File: src/rtl/ee201_button_conditioner.sv
// Two-channel push-button conditioner for the numlock FSM: each channel
// synchronises, debounces and strobes one raw button.

module ee201_button_channel #(
    parameter int DB_COUNT = 10,
    parameter int CNT_W    = 4
) (
    input  logic       clk,
    input  logic       reset,
    input  logic       raw,
    output logic       db,
    output logic       pulse,
    output logic [4:0] state
);

    typedef enum logic [4:0] {
        INI   = 5'b00001,
        WQ    = 5'b00010,
        PULSE = 5'b00100,
        HELD  = 5'b01000,
        WR    = 5'b10000
    } state_t;

    localparam logic [CNT_W-1:0] LAST = CNT_W'(DB_COUNT - 1);

    state_t           st;
    logic             s1;
    logic             s2;
    logic [CNT_W-1:0] cnt;

    // db/pulse are registered alongside the state so they always match it
    always_ff @(posedge clk or negedge reset) begin
        if (!reset) begin
            s1    <= 1'b0;
            s2    <= 1'b0;
            cnt   <= '0;
            st    <= INI;
            db    <= 1'b0;
            pulse <= 1'b0;
        end else begin
            s1    <= raw;
            s2    <= s1;
            pulse <= 1'b0;
            case (st)
                INI: begin
                    db <= 1'b0;
                    if (s2) begin
                        st  <= WQ;
                        cnt <= '0;
                    end
                end
                WQ: begin
                    db <= 1'b0;
                    if (!s2) begin
                        st  <= INI;
                        cnt <= '0;
                    end else if (cnt == LAST) begin
                        st    <= PULSE;
                        db    <= 1'b1;
                        pulse <= 1'b1;
                    end else begin
                        cnt <= cnt + 1'b1;
                    end
                end
                PULSE: begin
                    st <= HELD;
                    db <= 1'b1;
                end
                HELD: begin
                    db <= 1'b1;
                    if (!s2) begin
                        st  <= WR;
                        cnt <= '0;
                    end
                end
                WR: begin
                    db <= 1'b1;
                    if (s2) begin
                        st  <= HELD;
                        cnt <= '0;
                    end else if (cnt == LAST) begin
                        st <= INI;
                        db <= 1'b0;
                    end else begin
                        cnt <= cnt + 1'b1;
                    end
                end
                default: begin
                    st  <= INI;
                    cnt <= '0;
                    db  <= 1'b0;
                end
            endcase
        end
    end

    assign state = st;

endmodule

module ee201_button_conditioner #(
    parameter int DB_COUNT = 10,
    parameter int CNT_W    = 4
) (
    input  logic       Clk,
    input  logic       reset,
    input  logic       U_raw,
    input  logic       Z_raw,
    output logic       U_db,
    output logic       Z_db,
    output logic       U_pulse,
    output logic       Z_pulse,
    output logic [4:0] U_state,
    output logic [4:0] Z_state
);

    ee201_button_channel #(
        .DB_COUNT(DB_COUNT),
        .CNT_W   (CNT_W)
    ) u_chan (
        .clk  (Clk),
        .reset(reset),
        .raw  (U_raw),
        .db   (U_db),
        .pulse(U_pulse),
        .state(U_state)
    );

    ee201_button_channel #(
        .DB_COUNT(DB_COUNT),
        .CNT_W   (CNT_W)
    ) z_chan (
        .clk  (Clk),
        .reset(reset),
        .raw  (Z_raw),
        .db   (Z_db),
        .pulse(Z_pulse),
        .state(Z_state)
    );

endmodule

File: config.mk
export PLATFORM = sky130hd
export DESIGN_NAME = ee201_button_conditioner
export DESIGN_NICKNAME = d
export VERILOG_FILES = /design/src/rtl/ee201_button_conditioner.sv
export SDC_FILE = /design/constraint.sdc
export NUM_CORES = 1
export LEC_CHECK = 0
export CORE_AREA = 10 10 88 90
export CTS_CLUSTER_SIZE = 25
export DETAILED_ROUTE_END_ITERATION = 10
export DIE_AREA = 0 0 98 100
export PLACE_DENSITY = 0.45
export SYNTH_ARGS = -nofsm -noshare
export SYNTH_HDL_FRONTEND = slang
export SYNTH_SLANG_ARGS = --single-unit
File: constraint.sdc
create_clock -name Clk -period 1.6 [get_ports Clk]
set_input_delay 0.32 -clock Clk [delete_from_list [all_inputs] [get_ports Clk]]
set_output_delay 0.32 -clock Clk [all_outputs]
set_load 0.03 [all_outputs]
=== Word level (Yosys, flattened, before mapping) ===
Cells that the tools add are included.

* Flip-flop bits (word level): 26
* Latch bits: 0
* Bits in writable memories: 0
* ROM bits: 0
* Input port bits: 4
* Output and inout bits: 14
* Word-level logic and storage cells: 80
* Memories kept: 0

* $add $sub $neg: 2
* $mul: 0
* Divide/modulo/power cells: 0
* Magnitude comparators: 0
* Eq/ne operators: 20
* Shift operators: 0
* Muxes and demuxes: 38
* Bitwise logic cells: 2
* Reduce and logical (&&, ||, !) cells: 6

{| class="wikitable"
|+ Operators by type and width
! cell !! count
|-
| 5-bit 2-to-1 mux || 12
|-
| 5-bit case mux with 5 select lines || 2
|-
| 4-bit 2-to-1 mux || 10
|-
| 4-bit case mux with 5 select lines || 2
|-
| 5-bit by 1-bit equality test with 1-bit output (second input constant) || 2
|-
| 5-bit by 2-bit equality test with 1-bit output (second input constant) || 2
|-
| 5-bit by 3-bit equality test with 1-bit output (second input constant) || 2
|-
| 5-bit by 4-bit equality test with 1-bit output (second input constant) || 2
|-
| 5-bit equality test (second input constant) || 2
|-
| 1-bit 2-to-1 mux || 10
|-
| 4-bit by 1-bit adder with 4-bit output (second input constant) || 2
|-
| 4-bit equality test (second input constant) || 2
|-
| 4-bit AND reduction || 2
|-
| 3-bit by 1-bit != test with 1-bit output (second input constant) || 2
|-
| 3-bit != test (second input constant) || 2
|-
| 1-bit case mux with 3 select lines || 2
|-
| 3-bit AND reduction || 2
|-
| 2-bit by 1-bit != test with 1-bit output (second input constant) || 2
|-
| 2-bit != test (second input constant) || 2
|-
| 2-bit OR reduction || 2
|-
| 1-bit NOT || 2
|}

=== Depth between registers and ports, before layout ===
* Depth after elaboration: 4
* Gate-level depth with buffers: 7
* Depth with buffers taken out: 7

=== Cells and area by module ===
A second synthesis with hierarchy kept.

* Cell total of the unflattened synthesis: 164
* Area total of the unflattened synthesis: 1584.0 µm²

{| class="wikitable"
|+ Modules (own cells, without submodules)
! module !! times used !! cells each !! area each (µm²) !! sequential area each (µm²)
|-
| ee201_button_channel || 2 || 82 || 792.0 || 326.6
|}

=== Worst setup path before layout ===
Ideal clock, no wire load.

* Kind: reg-to-reg
* Start: register z_chan.st[1] (netlist: z_chan.state[1])
* End: register z_chan.cnt[3]
* Library setup time: 90 ps
* Arrival: 1635 ps
* Required time: 1510 ps
* Path slack: -125 ps
* Cell stages (with the launch flop): 6
* Path buffers: 1
* Clock period less this slack: 1725 ps
* Path through: dfrtp_1 -> buf_6 -> or3b_1 -> a21o_1 -> or3_1 -> o221ai_1

* Cells in the longest elaborated chain, start to end: 3
* Elaborated cells on any way between the ends: 10
* Classes of those cells: eq/ne: 7; mux: 1; bitwise: 1; reduce/logical: 1

{| class="wikitable"
|+ Ends and longest elaborated chain
! element !! RTL line !! RTL
|-
| start: declaration || 26 || <nowiki>state_t st;</nowiki>
|-
| start signal: assignment || 37 || <nowiki>st <= INI;</nowiki>
|-
| start signal: assignment || 48 || <nowiki>st <= WQ;</nowiki>
|-
| start signal: assignment || 55 || <nowiki>st <= INI;</nowiki>
|-
| 5-bit by 4-bit equality test with 1-bit output, or another cell as far along || 44 || <nowiki>case (st)</nowiki>
|-
| 2-bit != test (no line), or another cell as far along || n/a ||
|-
| 3-bit AND reduction (no line) || n/a ||
|-
| end signal: assignment || 62 || <nowiki>cnt <= cnt + 1'b1;</nowiki>
|-
| end signal: assignment || 85 || <nowiki>cnt <= cnt + 1'b1;</nowiki>
|-
| end: declaration || 29 || <nowiki>logic [CNT_W-1:0] cnt;</nowiki>
|}

Parallel ways exist; a longest one is shown, timed or not.
A chain may end at the register's enable or synchronous reset.

=== Final worst setup path ===
* Start: register u_chan.st[0] (netlist: u_chan.state[0])
* End: register u_chan.cnt[0]

* Cells in the longest elaborated chain, start to end: 3
* Elaborated cells on any way between the ends: 10
* Classes of those cells: eq/ne: 7; mux: 1; bitwise: 1; reduce/logical: 1

{| class="wikitable"
|+ Ends and longest elaborated chain
! element !! RTL line
|-
| start: declaration || 26
|-
| start signal: assignment || 37
|-
| start signal: assignment || 48
|-
| start signal: assignment || 55
|-
| 5-bit by 4-bit equality test with 1-bit output, or another cell as far along || 44
|-
| 2-bit != test (no line), or another cell as far along || n/a
|-
| 3-bit AND reduction (no line) || n/a
|-
| end signal: assignment || 62
|-
| end signal: assignment || 85
|-
| end: declaration || 29
|}

Parallel ways exist; a longest one is shown, timed or not.

==> impl_metrics.toml <==
[status]
status = "finished clean"

[clock_tree]
cts.path.max_buffers = 2
cts_tree = "built"
cts_sinks = 26
htree_levels = 1
numCtsBuffers = 3
clk_pin_slew_worst_paths_ns = 0.10
clock_latency_ns = 0.27
ctsRootBufferMaster = "clkbuf_8"

[route]
post-route-drc-count = 0
drtPass1Iterations = 4
wl_mm = 3.48
drtIter0Drc = 52
antenna_left = 0
wl_per_cell_um = 12.7
avgViaCountPerCell = 4.63
num_vias = 1268

[finish]
areaGrowthSynthToFinish_pct = 38.8
final_common_cell = "buf_4"
final_area_mm2 = 0.00202
final_nets = 206
layout_common_cells = "buf_4, dfrtp_1, nor2_1"
antenna_cells = 0
drive_gt1_share_pct = 31.5
final_core_util_pct = 32.9
fill_cells = 643

[worst_setup_path]
crit_path_max_incr_delay_ns = 0.60
crit_path_start = "u_chan.state[0]$_DFFE_PN1P_"
reg2reg_slack_ns = 0.02
cp_slowest_cell = "dfstp_2"
cp-start-kind = "flop"
path_cells = "or3b_1 > a21oi_2 > o21ai_2 > o21ai_1 > mux2_2"
crit_fanout = 7
endpoint = "u_chan.cnt[0]$_DFFE_PN0P_"
cp.arrival_ns = 1.80
end_kind = "flop"
r2r-start = "u_chan.state[0]$_DFFE_PN1P_"
cp_data_required_time_ns = 1.82
worstSetupPathType = "reg -> reg"
r2r_end = "u_chan.cnt[0]$_DFFE_PN0P_"
ff2ff_path_depth = 5

[sta]
fin_crit_ns = 1.58
whs_ns = 0.356
hold_violations = 0
tns_ns = 0
tightest_slew_ns = 0.343
max_freq_ghz = 0.634
setup_viol = 0
period_share_pct = 98.6
finClkSkew_ns = 0.00219
drv_slew = 0
grt_setup_unrepaired = "true"
maxSlewHeadroom_pct = 76.8

[yosys]
synthCells = 158
ys_seq_area_share_pct = 45.0
yosysTopAreaCell = "dfrtp_1"
ys.flop_type = "dfrtp_1"
synth_cell_types = 39
synth_area_leaders = "dfrtp_1, o21ai_0, dfstp_2"
async_reset_ff_share_pct = 100
synth_seq_cells = 26
syn_area_per_cell_um2 = 9.19
synth_top_area_share_pct = 41.3
syn_area_mm2 = 0.00145
synth_edf_count = 0
ys_warn_count = 0
syn_nets = 166

[pwr]
power_density_mw_per_mm2 = 1270
p_leak_nw = 0.936
irDropWorstVdd_mv = 0.393

[min_path]
min_path_type = "reg -> reg"

[floorplanning]
die-height_um = 100
initial_utilization_pct = 23.7
dieWidth_um = 98
num_io_pins = 18
die_area_mm2 = 0.00980
core-area_mm2 = 0.00613
rows = 29

[global_routing]
gr-total-overflow = 0
antenna_found_initial = 0
grt_use_total_pct = 7.16
grt_pass1_wl_mm = 6.01
grt_max_degree = 27
first_global_vias = 1280

[placed_design]
hpwl_mm = 2.53
port_buffers = 17
gp_congestion = 0.796
placed_area_mm2 = 0.00184

[run]
drv_cap = 0
==> worst min path at each step <==
stage	start	endpoint	slack [ns]	depth (start not counted)
detailed placement	u_chan.s1$_DFF_PN0_	u_chan.s2$_DFF_PN0_	0.34	0
CTS	u_chan.s1$_DFF_PN0_	u_chan.s2$_DFF_PN0_	0.36	0
finish	u_chan.s1$_DFF_PN0_	u_chan.s2$_DFF_PN0_	0.36	0
global placement	u_chan.s1$_DFF_PN0_	u_chan.s2$_DFF_PN0_	0.33	0
floorplan	reset	u_chan.cnt[0]$_DFFE_PN0P_	0.02	0
global route	z_chan.s1$_DFF_PN0_	z_chan.s2$_DFF_PN0_	0.37	0
==> stage by stage <==
step / worst slack [ns] / total power [mW] / instances
floorplan: 0.00260 / 1.53 / 158
global placement: -0.0807 / 1.91 / 263
detailed placement: -0.0726 / 1.91 / 263
CTS: 0.00198 / 2.53 / 269
global route: -0.0210 / 2.73 / 274
finish: 0.0226 / 2.55 / 274
==> synthesized netlist by cell type, drive strengths merged (3+ instances only) <==
cell,count
nand3b,7
clkbuf,5
nand2,10
buf,5
nand3,3
a22o,4
nor2b,6
a21oi,5
nand2b,4
inv,7
nor3b,3
or3,3
ha,4
o21ai,17
nor2,13
nor3,10
dfrtp,24
==> layout make-up <==
cell class / count / area (um^2) / share of cell area, %
well taps: 77 / 96.3 / 4.78
multi-input cells: 115 / 783 / 38.9
clock inverters: 1 / 30.0 / 1.49
flip-flops and latches: 26 / 661 / 32.8
repair buffers: 45 / 378 / 18.7
clock buffers: 3 / 41.3 / 2.05
inverters: 7 / 26.3 / 1.30
==> cell families after synthesis <==
family          share of synthesized area, %
compound gates                          17.1
fa+ha+maj                               3.45
buf+inv                                 5.34
flops                                   45.0
mux                                     2.24
simple gates                            26.9
==> per-layer routing <==
metal | vias up | track usage [%] | part of all wire [%]
met2 | 16 | 11.3 | 47
li1 | 644 | - | -
met3 | 2 | 1.92 | 4.2
met4 | 0 | 2.35 | 0.49
met5 | - | 0 | 0
met1 | 606 | 9.25 | 48
==> what timing repair did <==
item | CTS | global route
gates resized for setup | 17 | 17
hold buffers | 0 | 0
endpoints found under the setup margin | 18 | 13
pin swaps | 1 | 4
endpoints found under the hold margin | 0 | 0
setup buffers | 2 | 5
==> registers in the layout, summed over array words and instances (netlist names), 4 cells and up <==
register,cells
u_chan.state,5
z_chan.cnt,4
u_chan.cnt,4
z_chan.state,5
==> critical path: cells and delay by family, from the launching register on <==
family / cells / cell delay (ns)
AND/OR/NAND/NOR: 1 / 0.37
flip-flops: 1 / 0.60
multiplexers: 1 / 0.17
AO/OA/AOI/OAI: 3 / 0.37
==> report_power, final <==
group / internal (mW) / leakage (nW) / switching (mW)
Combinational: 0.552 / 0.565 / 0.597
Sequential: 0.760 / 0.335 / 0.0914
Clock: 0.335 / 0.0357 / 0.218
Total: 1.65 / 0.936 / 0.907
No activity file was read; power rests on OpenSTA's default activity.
